## src/rtl/issue_queue.sv

```systemverilog
// issue_queue: dual-write, dual-read FIFO between decode and the two issue slots.
// Decode pushes up to two instructions per cycle; issue sees the oldest two and
// retires 0, 1 or 2 of them. The queue also tracks whether the instruction just
// ahead of the head was a branch/jump, for delay-slot marking.
module issue_queue #(
  parameter int DEPTH  = 8,
  parameter int WIDTH  = 168,
  parameter int BJ_BIT = 121
) (
  input  logic                     clk,
  input  logic                     reset,
  input  logic                     flush,
  input  logic                     ds_valid_0,
  input  logic                     ds_valid_1,
  input  logic [WIDTH-1:0]         ds_bus_0,
  input  logic [WIDTH-1:0]         ds_bus_1,
  output logic                     ds_allowin,
  output logic                     iss_valid_0,
  output logic                     iss_valid_1,
  output logic [WIDTH-1:0]         iss_bus_0,
  output logic [WIDTH-1:0]         iss_bus_1,
  input  logic                     iss_pop_0,
  input  logic                     iss_pop_1,
  output logic                     preinst_is_bj_0,
  output logic                     preinst_is_bj_1,
  output logic [$clog2(DEPTH):0]   count
);

  localparam int PTR_W = $clog2(DEPTH);
  localparam int CNT_W = PTR_W + 1;

  logic [WIDTH-1:0] mem [DEPTH];
  logic [PTR_W-1:0] head;
  logic [PTR_W-1:0] tail;
  logic [PTR_W-1:0] head_nx1;
  logic [PTR_W-1:0] wr_addr_1;
  logic             last_bj;
  logic             push_0;
  logic             push_1;
  logic             pop_0;
  logic             pop_1;
  logic [1:0]       n_push;
  logic [1:0]       n_pop;

  // Room for a full pair is judged on the registered count only, so issue-side
  // pops never form a combinational path back to decode.
  assign ds_allowin  = (count <= CNT_W'(DEPTH - 2));
  assign iss_valid_0 = (count != '0);
  assign iss_valid_1 = (count >= CNT_W'(2));

  // Stale array contents are harmless: every read is qualified by a count-based valid.
  assign head_nx1        = head + PTR_W'(1);
  assign iss_bus_0       = mem[head];
  assign iss_bus_1       = mem[head_nx1];
  assign preinst_is_bj_0 = last_bj;
  assign preinst_is_bj_1 = iss_valid_0 & iss_bus_0[BJ_BIT];

  // Qualify push/pop requests; a lone slot-1 instruction lands at tail.
  always_comb begin
    push_0    = ds_valid_0 & ds_allowin & ~flush;
    push_1    = ds_valid_1 & ds_allowin & ~flush;
    pop_0     = iss_pop_0 & iss_valid_0 & ~flush;
    pop_1     = pop_0 & iss_pop_1 & iss_valid_1;
    n_push    = {1'b0, push_0} + {1'b0, push_1};
    n_pop     = {1'b0, pop_0} + {1'b0, pop_1};
    wr_addr_1 = tail + PTR_W'(push_0);
  end

  // Pointer, occupancy and branch-history registers; reset outranks flush,
  // flush outranks any push or pop in the same cycle.
  always_ff @(posedge clk) begin
    if (reset) begin
      head    <= '0;
      tail    <= '0;
      count   <= '0;
      last_bj <= 1'b0;
    end else if (flush) begin
      head    <= '0;
      tail    <= '0;
      count   <= '0;
      last_bj <= 1'b0;
    end else begin
      head  <= head + PTR_W'(n_pop);
      tail  <= tail + PTR_W'(n_push);
      count <= count + CNT_W'(n_push) - CNT_W'(n_pop);
      if (pop_0) begin
        last_bj <= pop_1 ? iss_bus_1[BJ_BIT] : iss_bus_0[BJ_BIT];
      end
    end
  end

  // Entry storage; data is never reset, only written on accepted pushes.
  always_ff @(posedge clk) begin
    if (push_0) begin
      mem[tail] <= ds_bus_0;
    end
    if (push_1) begin
      mem[wr_addr_1] <= ds_bus_1;
    end
  end

endmodule

```

## config.mk

```make
export PLATFORM = sky130hd
export DESIGN_NAME = issue_queue
export DESIGN_NICKNAME = d
export VERILOG_FILES = /design/src/rtl/issue_queue.sv
export SDC_FILE = /design/constraint.sdc
export NUM_CORES = 2
export LEC_CHECK = 0
export BUFFER_PORTS_ARGS = -buffer_cell sky130_fd_sc_hd__buf_2
export CAP_MARGIN = 25
export CELL_PAD_IN_SITES_DETAIL_PLACEMENT = 2
export CELL_PAD_IN_SITES_GLOBAL_PLACEMENT = 2
export CORE_MARGIN = 2
export CORE_UTILIZATION = 45
export DETAILED_ROUTE_END_ITERATION = 6
export GPL_TIMING_DRIVEN = 0
export PLACE_DENSITY = 0.88
export RECOVER_POWER = 50
export SLEW_MARGIN = 20
export SYNTH_ARGS = -nofsm -noshare
export SYNTH_HDL_FRONTEND = slang
export SYNTH_SLANG_ARGS = --single-unit
```

## constraint.sdc

```tcl
create_clock -name clk -period 17.7 [get_ports clk]
set_input_delay 2.655 -clock clk [delete_from_list [all_inputs] [get_ports clk]]
set_output_delay 2.655 -clock clk [all_outputs]
set_load 0.01 [all_outputs]
```

==> summary.md <==
| Metric | Value |
|---|---|
| Status | finished, violations left |
| Failing checks | capacitance limit, slew limit |
| Cells after Synth | 4133 |
| Critical path cell sequence | clkbuf_1 > nor4b_1 > ha_1 > ha_1 > xnor2_1 > nand4_1 > clkbuf_1 > clkbuf_1 > o21ai_0 > clkbuf_1 > clkbuf_1 > clkbuf_1 > buf_16 > buf_16 |
| Post-synthesis sequential area ratio | 0.524 |
| HPWL Detailed | 212000 um |
| PD cells | 95.5 nW/um2 |
| Die area | 175000 um2 |
| Core area | 171000 um2 |
| Largest family of logic cells by synthesized area | multiplexers |
| Post-synthesis instance area | 77400 um2 |
| FILL cells | 14941 |
| Crit path time final | 10.09 ns |
| Most used flip-flop cell after synthesis | edfxtp_1 |
| # nets final | 5462 |
| Clock buffer count from CTS | 157 |
| Root Buffer | clkbuf_16 |
| Slew HR | -0.490 |
| GPL Wtd Cong | 0.816 |
| Setup WS pre-CTS | 10.56 ns |
| Area share of the largest cell type after synthesis | 0.521 |
| Ys Warns | 0 |
| CTS tree | done |
| Die span in y | 419 um |
| Leak Pwr | 29.5 nW |
| Detailed Routing Iterations Pass 1 | 5 |
| Worst R2R Start | count[3]$_SDFF_PP0_ |
| Via/cell ratio | 6.72 |
| Initial antenna violation count | 125 |
| DRC viols | 0 |
| Final non-filler cell total | 7637 |
| Tightest Pin Transition | 2.22 ns |
| Final hold viol count | 0 |
| Placed Instances | 7252 |
| Most frequent CP cell | clkbuf_1 |
| # rows | 152 |
| Cell taking the most area after synthesis | edfxtp_1 |
| Clock transition at path regs | 0.07 ns |
| Worst setup path endpoint | mem[3][52]$_DFFE_PP_ |
| Resize count post-CTS | 0 |
| Setup repair after global routing missed its margin | false |
| Setup-failing EPs final | 0 |
| Fin Hold WS | 0.528 ns |
| Clk_lat worst skew | 0.84 ns |
| Total length of routed wires | 318000 um |
| R2r worst-path depth | 16 |
| Initial Utilization | 0.452 |
| Slew Limit Fails | 153 |
| Reg-to-Reg End | mem[3][52]$_DFFE_PP_ |
| Uppermost layer routed | met5 |
| Tcrit/Tclk final | 0.570 |
| Share of layout cells above drive strength 1 | 0.485 |
| Worst Setup SP | flush |
| Net Count, Synth | 4493 |
| Met1 WL | 112000 um |
| Synthesized flop and latch total | 1355 |
| Achievable Freq | 0.0991 GHz |
| CP endpoint kind | register |
| Die X | 419 um |
| Kind of critical path | input port to register |
| Synth Area in XOR/XNOR | 0.000986 |
| Worst EP arrival | 10.61 ns |
| Number of synthesized flops with an enable pin | 1344 |
| Critical path peak fanout | 16 |
| Largest net degree at the start of global routing | 18 |
| Post-cts hold buffer count | 0 |
| Pwr Total | 8.61 mW |
| WL met2 | 156000 um |
| CP required | 18.22 ns |
| Number of global-route vias before repair | 55330 |
| Wire length per cell | 41.6 um |
| WL met3 | 25200 um |
| Critical Path Start Type | input port |
| Number of max-cap violations | 15 |
| Mux cell area share after synthesis | 0.440 |
| Slowest CP cell | nor4b_1 |
| # clock sinks | 1355 |
| H-tree Lvls | 4 |
| DRT iter0 DRCs | 5951 |
| First-pass GRT wire length | 438000 um |
| Deepest clock path buffer count | 3 |
| Io pins | 688 |
| Worst clock skew | 0.0402 ns |
| Global Route Usage Sum | 0.355 |
| Mapped Avg Cell Area | 18.7 um2 |
| Simple-gate share of the synthesized area | 0.00415 |
| TNS Setup | 0 ns |
| Post-CTS Setup Repair Bufs | 0 |
| PortBufs | 687 |
| Max rail drop VDD | 107 uV |
| Ranking of synthesized cells by area | edfxtp_1 52%, mux4_2 20%, mux2_1 13%, mux2_2 12%, buf_2 0.97% |
| Worst R2R Setup Slack | 8.80 ns |
| Area growth syn-to-layout | 16.5% |
| Area share of fa/ha/maj cells after synthesis | 0.00314 |
| Gr ovfl total | 0 |
| Remaining antenna violation count | 0 |
| Complex-gate fraction of the synthesized area | 0.000970 |
| Yosys cell types | 43 |
| Via count | 51350 |
| Ys async rst share | 0 |
| Final WS setup | 7.61 ns |
| Worst hold path type | register to register |
| CP max stage delay | 1.16 ns |
## state kept, by name, summed over array words and instances (netlist names)
| signal | count |
|---|---|
| preinst_is_bj_0 | 1 |
| tail | 3 |
| mem | 1344 |
| count | 4 |
| head | 3 |
## where the power goes
part / leakage (nW) / total (mW) / switching (mW) / internal (mW)
Clock: 2.39 / 3.24 / 1.45 / 1.79
Sequential: 12.3 / 3.75 / 0.0703 / 3.68
Combinational: 14.8 / 1.62 / 0.902 / 0.718
## cells in the final DEF (no fill, tap or decap), drive strengths merged
cell type  netlist  final
mux2          1680   1680
edfxtp        1344   1344
buf            256    899
mux4           672    672
clkbuf          81    443
diode            0     97
clkinv           0     72
inv             12     17
ha              13     13
nor2            11     11
dfxtp           11     11
bufinv           0      9
clkinvlp         0      6
o21ai            5      5
and2             5      5
xor2             4      4
nand3            4      4
nand2            4      4
fa               4      4
nand4b           3      3
xnor2            3      3
nand2b           3      3
and3             3      3
nand4            2      2
nor2b            2      2
o31ai            2      2
nor4b            2      2
a21boi           1      1
nor3b            1      1
o21bai           1      1
or2              1      1
a21o             1      1
a21oi            1      1
o211ai           1      1
## final cells by class
type | count | area, um2 | area share
Antenna cell | 97 | 243 | 0.00269
Buffer | 337 | 1440 | 0.0160
Clock buffer | 195 | 4140 | 0.0458
Clock inverter | 92 | 767 | 0.00850
Inverter | 12 | 45.0 | 0.000499
Multi-Input combinational cell | 2429 | 34700 | 0.384
Sequential cell | 1355 | 40600 | 0.450
Tap cell | 2310 | 2890 | 0.0320
Timing Repair Buffer | 810 | 5420 | 0.0601
## metal layers
metal | track usage | up-vias
met4 | 0.251 | 60
met2 | 0.586 | 3320
met5 | 0.00194 | -
met1 | 0.418 | 27457
li1 | - | 19569
met3 | 0.0698 | 944
## stage by stage
stage          instance area [um2]  utilization
2_1_floorplan                77400            -
4_1_cts                      91400        0.533
5_1_grt                      90200        0.526
6_report                     90200        0.526
3_3_place_gp                 83700        0.489
3_5_place_dp                 86500        0.505
## worst max-delay path, delay by kind of cell
family,cells,cell delay [ns]
AO/OA/AOI/OAI,1,0.71
XOR/XNOR,1,0.26
adder cells (fa/ha/maj),2,0.63
buffers and inverters,8,4.38
AND/OR/NAND/NOR,2,1.91
## kinds of logic after synthesis
logic type | count (synthesis)
multiplexers | 2352
flip-flops | 1355
buffers and inverters | 349
AND/OR/NAND/NOR | 41
adder cells (fa/ha/maj) | 17
AO/OA/AOI/OAI | 12
XOR/XNOR | 7
## Yosys cell counts, types with 2 or more instances
| library cell | instances |
|---|---|
| edfxtp_1 | 1344 |
| xnor2_1 | 2 |
| mux2_4 | 9 |
| buf_2 | 150 |
| o31ai_1 | 2 |
| clkbuf_1 | 81 |
| nand4b_4 | 2 |
| and3_1 | 2 |
| and2_1 | 5 |
| xor2_1 | 3 |
| nand4_4 | 2 |
| buf_6 | 57 |
| mux2_1 | 863 |
| o21ai_0 | 5 |
| buf_4 | 27 |
| nand2_1 | 4 |
| dfxtp_1 | 11 |
| buf_1 | 21 |
| nor2b_1 | 2 |
| nand2b_1 | 3 |
| fa_1 | 4 |
| nor2_1 | 11 |
| inv_1 | 12 |
| nand3_2 | 2 |
| mux4_2 | 672 |
| mux2_2 | 808 |
| ha_1 | 13 |
## how the worst min path moves through the flow
stage                            startpoint                           end  slack (ns)  cells past startpoint
4_1_cts        preinst_is_bj_0$_SDFFE_PP0N_  preinst_is_bj_0$_SDFFE_PP0N_        0.52                      2
2_1_floorplan  preinst_is_bj_0$_SDFFE_PP0N_  preinst_is_bj_0$_SDFFE_PP0N_        0.50                      2
3_5_place_dp   preinst_is_bj_0$_SDFFE_PP0N_  preinst_is_bj_0$_SDFFE_PP0N_        0.52                      2
3_3_place_gp   preinst_is_bj_0$_SDFFE_PP0N_  preinst_is_bj_0$_SDFFE_PP0N_        0.47                      2
5_1_grt        preinst_is_bj_0$_SDFFE_PP0N_  preinst_is_bj_0$_SDFFE_PP0N_        0.54                      2
6_report       preinst_is_bj_0$_SDFFE_PP0N_  preinst_is_bj_0$_SDFFE_PP0N_        0.53                      2
(Power assumes the default switching activity.)
